===== src/rtl/mem_arb_pkg.sv =====
// Shared types and constants for the unified-memory port arbiter.
package mem_arb_pkg;

  typedef enum logic [1:0] {
    IDLE = 2'd0,
    WAIT = 2'd1,
    RESP = 2'd2
  } state_e;

  typedef enum logic {
    GNT_IF = 1'b0,
    GNT_DM = 1'b1
  } gnt_e;

  localparam int CNT_W = 4;

endpackage


===== src/rtl/mem_port_arbiter.sv =====
// Arbitrates the IF and DM pipeline ports onto one single-port memory.
// Optional ARB_RR_EN macro: round-robin tie-break instead of fixed DM priority.
module mem_port_arbiter
  import mem_arb_pkg::*;
#(
  parameter int ADDR_W  = 32,
  parameter int DATA_W  = 32,
  parameter int MEM_LAT = 2
) (
  input  logic              clk,
  input  logic              reset,
  input  logic              if_req,
  input  logic [ADDR_W-1:0] if_addr,
  output logic [DATA_W-1:0] if_rdata,
  output logic              if_ready,
  input  logic              dm_req,
  input  logic              dm_we,
  input  logic [ADDR_W-1:0] dm_addr,
  input  logic [DATA_W-1:0] dm_wdata,
  output logic [DATA_W-1:0] dm_rdata,
  output logic              dm_ready,
  output logic              stall_f,
  output logic              stall_m,
  output logic              mem_en,
  output logic              mem_we,
  output logic [ADDR_W-1:0] mem_addr,
  output logic [DATA_W-1:0] mem_wdata,
  input  logic [DATA_W-1:0] mem_rdata,
  output logic [1:0]        dbg_state
);

  // Handshake: a port raises *_req and holds it until its one-cycle *_ready.
  // Once issued, an access always completes; dropping req early does not cancel it.

  localparam logic [CNT_W-1:0] LAT_M1 = CNT_W'(MEM_LAT - 1);

  state_e            state_q, state_d;
  logic [CNT_W-1:0]  cnt_q, cnt_d;
  gnt_e              gnt_q, gnt_d;
  logic              we_q, we_d;
  logic [DATA_W-1:0] if_rdata_q, if_rdata_d;
  logic [DATA_W-1:0] dm_rdata_q, dm_rdata_d;
  gnt_e              pick;
  logic              issue;
  logic              capture;

`ifdef ARB_RR_EN
  gnt_e last_q, last_d;

  always_comb begin
    if (if_req && dm_req) begin
      pick = (last_q == GNT_DM) ? GNT_IF : GNT_DM;
    end else begin
      pick = dm_req ? GNT_DM : GNT_IF;
    end
    last_d = issue ? pick : last_q;
  end

  always_ff @(posedge clk) begin
    if (reset) begin
      last_q <= GNT_DM;
    end else begin
      last_q <= last_d;
    end
  end
`else
  always_comb begin
    pick = dm_req ? GNT_DM : GNT_IF;
  end
`endif

  always_comb begin
    state_d = state_q;
    cnt_d   = cnt_q;
    gnt_d   = gnt_q;
    we_d    = we_q;
    issue   = 1'b0;
    capture = 1'b0;
    case (state_q)
      IDLE: begin
        if (if_req || dm_req) begin
          issue = 1'b1;
          gnt_d = pick;
          we_d  = (pick == GNT_DM) && dm_we;
          cnt_d = LAT_M1;
          if (MEM_LAT == 1) begin
            state_d = RESP;
            capture = 1'b1;
          end else begin
            state_d = WAIT;
          end
        end
      end
      WAIT: begin
        // Memory data is valid in the last WAIT cycle; counter saturates at 0.
        if (cnt_q != '0) begin
          cnt_d = cnt_q - CNT_W'(1);
        end
        if (cnt_q <= CNT_W'(1)) begin
          state_d = RESP;
          capture = 1'b1;
        end
      end
      RESP: begin
        state_d = IDLE;
      end
      default: begin
        state_d = IDLE;
      end
    endcase
  end

  always_comb begin
    if_rdata_d = if_rdata_q;
    dm_rdata_d = dm_rdata_q;
    if (capture) begin
      if (gnt_d == GNT_IF) begin
        if_rdata_d = mem_rdata;
      end else if (!we_d) begin
        dm_rdata_d = mem_rdata;
      end
    end
  end

  always_ff @(posedge clk) begin
    if (reset) begin
      state_q    <= IDLE;
      cnt_q      <= '0;
      gnt_q      <= GNT_DM;
      we_q       <= 1'b0;
      if_rdata_q <= '0;
      dm_rdata_q <= '0;
    end else begin
      state_q    <= state_d;
      cnt_q      <= cnt_d;
      gnt_q      <= gnt_d;
      we_q       <= we_d;
      if_rdata_q <= if_rdata_d;
      dm_rdata_q <= dm_rdata_d;
    end
  end

  // Reset masks the strobes so an aborted access never leaks a pulse.
  assign mem_en    = issue && !reset;
  assign mem_we    = mem_en && we_d;
  assign mem_addr  = (pick == GNT_DM) ? dm_addr : if_addr;
  assign mem_wdata = dm_wdata;

  assign if_ready  = (state_q == RESP) && (gnt_q == GNT_IF) && !reset;
  assign dm_ready  = (state_q == RESP) && (gnt_q == GNT_DM) && !reset;
  assign stall_f   = if_req && !if_ready;
  assign stall_m   = dm_req && !dm_ready;

  assign if_rdata  = if_rdata_q;
  assign dm_rdata  = dm_rdata_q;
  assign dbg_state = state_q;

endmodule


===== config.mk =====
export PLATFORM = sky130hd
export DESIGN_NAME = mem_port_arbiter
export DESIGN_NICKNAME = d
export VERILOG_FILES = /design/src/rtl/mem_arb_pkg.sv /design/src/rtl/mem_port_arbiter.sv
export SDC_FILE = /design/constraint.sdc
export NUM_CORES = 1
export LEC_CHECK = 0
export BUFFER_PORTS_ARGS = -buffer_cell sky130_fd_sc_hd__buf_2
export CORE_AREA = 2 2 104 106
export CTS_BUF_LIST = sky130_fd_sc_hd__clkbuf_8
export DETAILED_ROUTE_END_ITERATION = 7
export DIE_AREA = 0 0 106 108
export PLACE_DENSITY = 0.71
export RECOVER_POWER = 25
export SYNTH_ARGS = -nofsm -noshare
export SYNTH_HDL_FRONTEND = slang
export SYNTH_SLANG_ARGS = --single-unit

===== constraint.sdc =====
create_clock -name clk -period 2.5 [get_ports clk]
set_clock_uncertainty 0.1 [all_clocks]
set_input_delay 0.125 -clock clk [delete_from_list [all_inputs] [get_ports clk]]
set_output_delay 0.125 -clock clk [all_outputs]
set_load 0.05 [all_outputs]

# --- After elaboration in Yosys (flattened, before gate mapping) ---
# Index checks and enable logic that the tools add are counted.
op_classes:
  n_reduce_logical: 20
  shift: 0
  add_sub_neg: 1
  muxes: 16
  n_lt_le_gt_ge: 1
  eq_ne: 5
  bitwise_logic: 3
  div_mod_pow: 0
  mul: 0
ops:
  columns: ["operator", "n"]
  rows:
  - ["two-way mux 32 bit", 1]
  - ["logical AND 1 bit", 9]
  - ["two-way mux 1 bit", 9]
  - ["two-way mux 4 bit", 2]
  - ["case mux 4 bit (2 select lines)", 1]
  - ["inequality test 2 bit (second input constant)", 3]
  - ["AND reduction 3 bit", 2]
  - ["less-or-equal comparator 4 x 1 -> 1 bit (second input constant)", 1]
  - ["two-way mux 2 bit", 2]
  - ["case mux 2 bit (2 select lines)", 1]
  - ["AND reduction 2 bit", 2]
  - ["nonzero test 4 bit", 1]
  - ["subtractor 4 x 1 -> 4 bit (second input constant)", 1]
  - ["logical NOT 1 bit", 3]
  - ["inverter 1 bit", 3]
  - ["equality test 2 x 1 -> 1 bit (second input constant)", 1]
  - ["equality test 2 bit (second input constant)", 1]
  - ["logical NOT 2 bit", 1]
  - ["nonzero test 2 bit", 1]
  - ["logical OR 1 bit", 1]
word_totals:
  romBits: 0
  ramBits: 0
  inputBits: 133
  memories: 0
  output_inout_bits: 136
  register_bits: 72
  latch_bits: 0

# --- Depth between registers and ports, before layout ---
logic_depth:
  word_depth: 6
  mapped_depth: 7

# --- Worst setup path before layout ---
# OpenSTA, ideal clock, no wires.
synth_timing:
  path_type: "flip-flop to output port"
  start: "reg state_q[1] (netlist: dbg_state[1])"
  end: "out stall_f"
  path_stages_with_launch: 3
  setup_slack_ns: -0.884
  required_time_ns: 2.275
  t_arrival_ns: 3.159
  cell_sequence: "dfxtp_1 nor4b_1 nor2b_1"
synth_via:
  elab_chain_len: 5
synth_rtl:
  columns: ["element", "line_no", "text"]
  rows:
  - ["start, declared", "mem_port_arbiter.sv:37", "state_e state_q, state_d;"]
  - ["start signal, assigned", "mem_port_arbiter.sv:134", "state_q <= state_d;"]
  - ["equality test 2 bit", "mem_port_arbiter.sv:149", "assign if_ready = (state_q == RESP) && (gnt_q == GNT_IF) && !reset;"]
  - ["logical AND 1 bit (2 in a row)", "mem_port_arbiter.sv:149", null]
  - ["named net if_ready", "mem_port_arbiter.sv:15", "output logic if_ready,"]
  - ["logical NOT 1 bit", "mem_port_arbiter.sv:151", "assign stall_f = if_req && !if_ready;"]
  - ["logical AND 1 bit", "mem_port_arbiter.sv:151", null]
  - ["end, declared", "mem_port_arbiter.sv:22", "output logic stall_f,"]
# The timed path passes the listed nets, and every way through them passes these cells.

# --- Worst setup path after layout ---
layout_timing:
  start: "reg cnt_q[0]"
  end: "reg dm_rdata_q[30] (netlist: dm_rdata[30])"
layout_via:
  elab_chain_len: 4
layout_rtl:
  columns: ["element", "line_no", "text"]
  rows:
  - ["start, declared", "mem_port_arbiter.sv:38", "logic [CNT_W-1:0] cnt_q, cnt_d;"]
  - ["start signal, assigned", "mem_port_arbiter.sv:135", "cnt_q <= cnt_d;"]
  - ["less-or-equal comparator 4 x 1 -> 1 bit", "mem_port_arbiter.sv:99", "if (cnt_q <= CNT_W'(1)) begin"]
  - ["two-way mux 1 bit", "mem_port_arbiter.sv:99", null]
  - ["two-way mux 1 bit", "mem_port_arbiter.sv:79", "case (state_q)"]
  - ["AND reduction 3 bit (no source line)", null, null]
  - ["end signal, assigned", "mem_port_arbiter.sv:139", "dm_rdata_q <= dm_rdata_d;"]
  - ["end, declared", "mem_port_arbiter.sv:42", "logic [DATA_W-1:0] dm_rdata_q, dm_rdata_d;"]
# Every way passes these cells.
# A chain may end at the register's enable or synchronous reset.

==> impl_metrics.csv <==
group,metric,value,unit
run_status,status,"finished clean",
worst_setup_path,r2r_cells,5,
floorplan,die_w,106,um
sta,setup_tns,0,ns
drt,wire_per_inst,14.7,um
yosys,synth_area,0.00374,mm^2
drt,via_per_inst,4.54,
floorplan,io_pins,269,
pwr,pwr-share-clk,29.3,%
layout,instances_no_fill,703,
yosys,ys_warn_count,0,
worst_setup_path,crit_type,"flip-flop to flip-flop",
layout,syn_to_final_growth,36.9,%
sta,fin_crit,2.19,ns
yosys,yosysTopAreaCell,"dfxtp_1",
yosys,yosysSeqAreaShare,38.5,%
sta,relSlewSlack,40.3,%
yosys,netlist_instances,364,
job,drv_cap,0,
floorplan,die_area,0.0114,mm^2
sta,hold_violations,0,
pwr,p_seq_share,41.3,%
worst_setup_path,cp-start-kind,"flip-flop",
global_route,antenna_found_initial,0,
worst_setup_path,critPathLaunch,"cnt_q[0]",
global_route,use_met3,4.76,%
pwr,internal_power,0.00196,W
worst_setup_path,reg2reg_slack,0.31,ns
min_path,min_delay_path_depth,4,
floorplan,die_h,108,um
global_route,grt_pass1_vias,3238,
worst_setup_path,r2r-start,"cnt_q[0]",
floorplan,core,0.0102,mm^2
worst_setup_path,cp.required,2.66,ns
min_path,hp-start,"dm_we",
clock_tree,cts_buffer_depth,2,
place,dp_cells,654,
worst_setup_path,critical_path_arrival,2.34,ns
worst_setup_path,end_kind,"flip-flop",
floorplan,initial_core_util,36.6,%
drt,ant_nets,0,
pwr,leakagePower,2.44,nW
yosys,synth_edf_count,0,
sta,rsz0062_at_grt,"false",
pwr,p_sw,0.00104,W
sta,holdWs,0.128,ns
sta,worst_pin_slew,0.896,ns
sta,drv_slew,0,
clock_tree,clock_latency,0.35,ns
clock_tree,htree_num_levels,3,
layout,n_antenna_cell,0,
global_route,grt_max_degree,68,
place,gp_congestion,0.875,
yosys,postSynth.asyncResetShare,0,%
yosys,synth.avg_cell_area,10.3,um^2
global_route,met2_usage,32.4,%
worst_setup_path,worstPathMaxFanout,16,
clock_tree,post_cts_buffers,0,
sta,finalCritPeriodShare,87.4,%
layout,drive_above_1_share,43.7,%
floorplan,placementRows,37,
pwr,pwr-share-comb,29.4,%
place,port_buffers,204,
layout,fill_cells,1010,
yosys,synth_ff_type,"dfxtp_1",
yosys,synth_top_area_share,38.5,%
clock_tree,cts_tree,"done",
pwr,ir_worst_vdd,217,uV
yosys,synth_nets,499,
layout,nets,697,
drt,vias,3195,
global_route,grt_util_all_layers,17.4,%
clock_tree,clock-sinks,72,
yosys,synth_area_leaders,"dfxtp_1 39%, mux2i_1 17%, nand2b_1 16%",
clock_tree,cts-root-buf,"clkbuf_8",
pwr,swShare,34.7,%
drt,dr.pass1.iters,4,
global_route,overflow,0,
global_route,busiest_layer,"met2",
sta,setup_viol,0,
place,dp_hpwl,7.80,mm
drt,drtIter0Drc,119,
clock_tree,clk_pin_slew_worst_paths,0.09,ns
yosys,synth_cell_types,37,
pwr,p_per_area,587,mW/mm^2
layout,utilization,50.1,%
global_route,grt_use_met1,18.5,%
global_route,grt_pass1_wl,15.6,mm
yosys,synth_seq_cells,72,
min_path,worst_hold_path_type,"primary input to flip-flop",
clock_tree,cts_buffers,9,
drt,drc,0,
drt,routed_wl,10.3,mm
sta,fmax,0.458,GHz
## critical path, stage by stage (launching register included)
cell	delay, ns
dfxtp_1	0.39
inv_1	0.07
ha_1	0.27
o211ai_4	0.24
a2111o_1	0.73
mux2i_1	0.28
## cells in the mapped netlist, types with 3 or more instances
master,n
a21oi_1,3
nor2b_1,3
mux2_2,32
nand2b_1,96
buf_4,34
buf_1,3
buf_2,5
nor2_1,6
mux2i_1,64
dfxtp_1,72
clkbuf_1,12
## cell families after synthesis
family          synth area share [%]
compound gates                  3.44
xor+xnor                       0.468
fa+ha+maj                      0.669
buf+inv                         9.49
flops                           38.5
mux                             26.7
simple gates                    20.7
## what timing repair did
| action | 4_1_cts | 5_1_grt |
|---|---|---|
| hold endpoints to repair | 65 | 0 |
| resized for setup | 0 | 0 |
| hold buffers | 33 | 0 |
## layout by cell type, fill, tap and decap left out, drive strengths merged
| cell type | count |
|---|---|
| a21bo | 1 |
| nor2b | 3 |
| clkinv | 3 |
| clkbuf | 28 |
| clkinvlp | 2 |
| inv | 3 |
| nand2 | 1 |
| mux2 | 32 |
| a211oi | 2 |
| or3 | 2 |
| a21oi | 3 |
| nor3b | 1 |
| xnor2 | 2 |
| a2111oi | 1 |
| o21a | 1 |
| and4bb | 1 |
| nor4b | 2 |
| and3 | 1 |
| buf | 190 |
| o21ai | 2 |
| mux2i | 64 |
| bufinv | 1 |
| or2b | 1 |
| ha | 2 |
| a21o | 1 |
| nand3b | 2 |
| nand2b | 96 |
| and2b | 1 |
| dfxtp | 72 |
| a2111o | 1 |
| o211ai | 1 |
| nor3 | 2 |
| nand3 | 1 |
| nor2 | 8 |
| dlygate4sd3 | 33 |
## through the flow
step | power (W) | setup slack, ns | cell area (um^2)
3_5_place_dp | 0.00212 | 0.364 | 4640
5_1_grt | 0.00314 | 0.172 | 5120
2_1_floorplan | 0.00203 | 0.00395 | 3750
6_report | 0.00301 | 0.314 | 5120
3_3_place_gp | 0.00211 | 0.445 | 4640
4_1_cts | 0.00305 | 0.315 | 5150
## flip-flops by register name, indices dropped and copies added, names as in the netlist
signal	cells
cnt_q	4
gnt_q	1
we_q	1
dm_rdata	32
if_rdata	32
dbg_state	2
## power by group through the flow
stage / sequential, W / clock, W / combinational, W
CTS: 0.00124 / 0.000915 / 0.000897
global route: 0.00125 / 0.000963 / 0.000934
finish: 0.00124 / 0.000882 / 0.000885
detailed placement: 0.00127 / 0 / 0.000855
global placement: 0.00127 / 0 / 0.000844
floorplan: 0.00144 / 0 / 0.000593
## worst paths after layout
check | end
worst min register to register | dm_rdata[7]
worst min-delay path | we_q
worst max-delay path | dm_rdata[30]
worst max register to register | dm_rdata[30]
## cell type report
class                   count  area [um^2]  area share, %
multi-input cells         235         1950           38.1
flip-flops and latches     72         1440           28.1
repair buffers            242         1370           26.6
well taps                 136          170           3.32
clock buffers               9          124           2.42
clock inverters             7         63.8           1.25
inverters                   2         7.51          0.147
## layer usage
layer  vias up  routed length, um  share of wire, %
met5         -                  0                 0
met4         0                143               1.4
met3        14                765               7.4
met2       137               5400                52
met1      1464               4010                39
li1       1580                  -                 -
(Power assumes the default switching activity.)
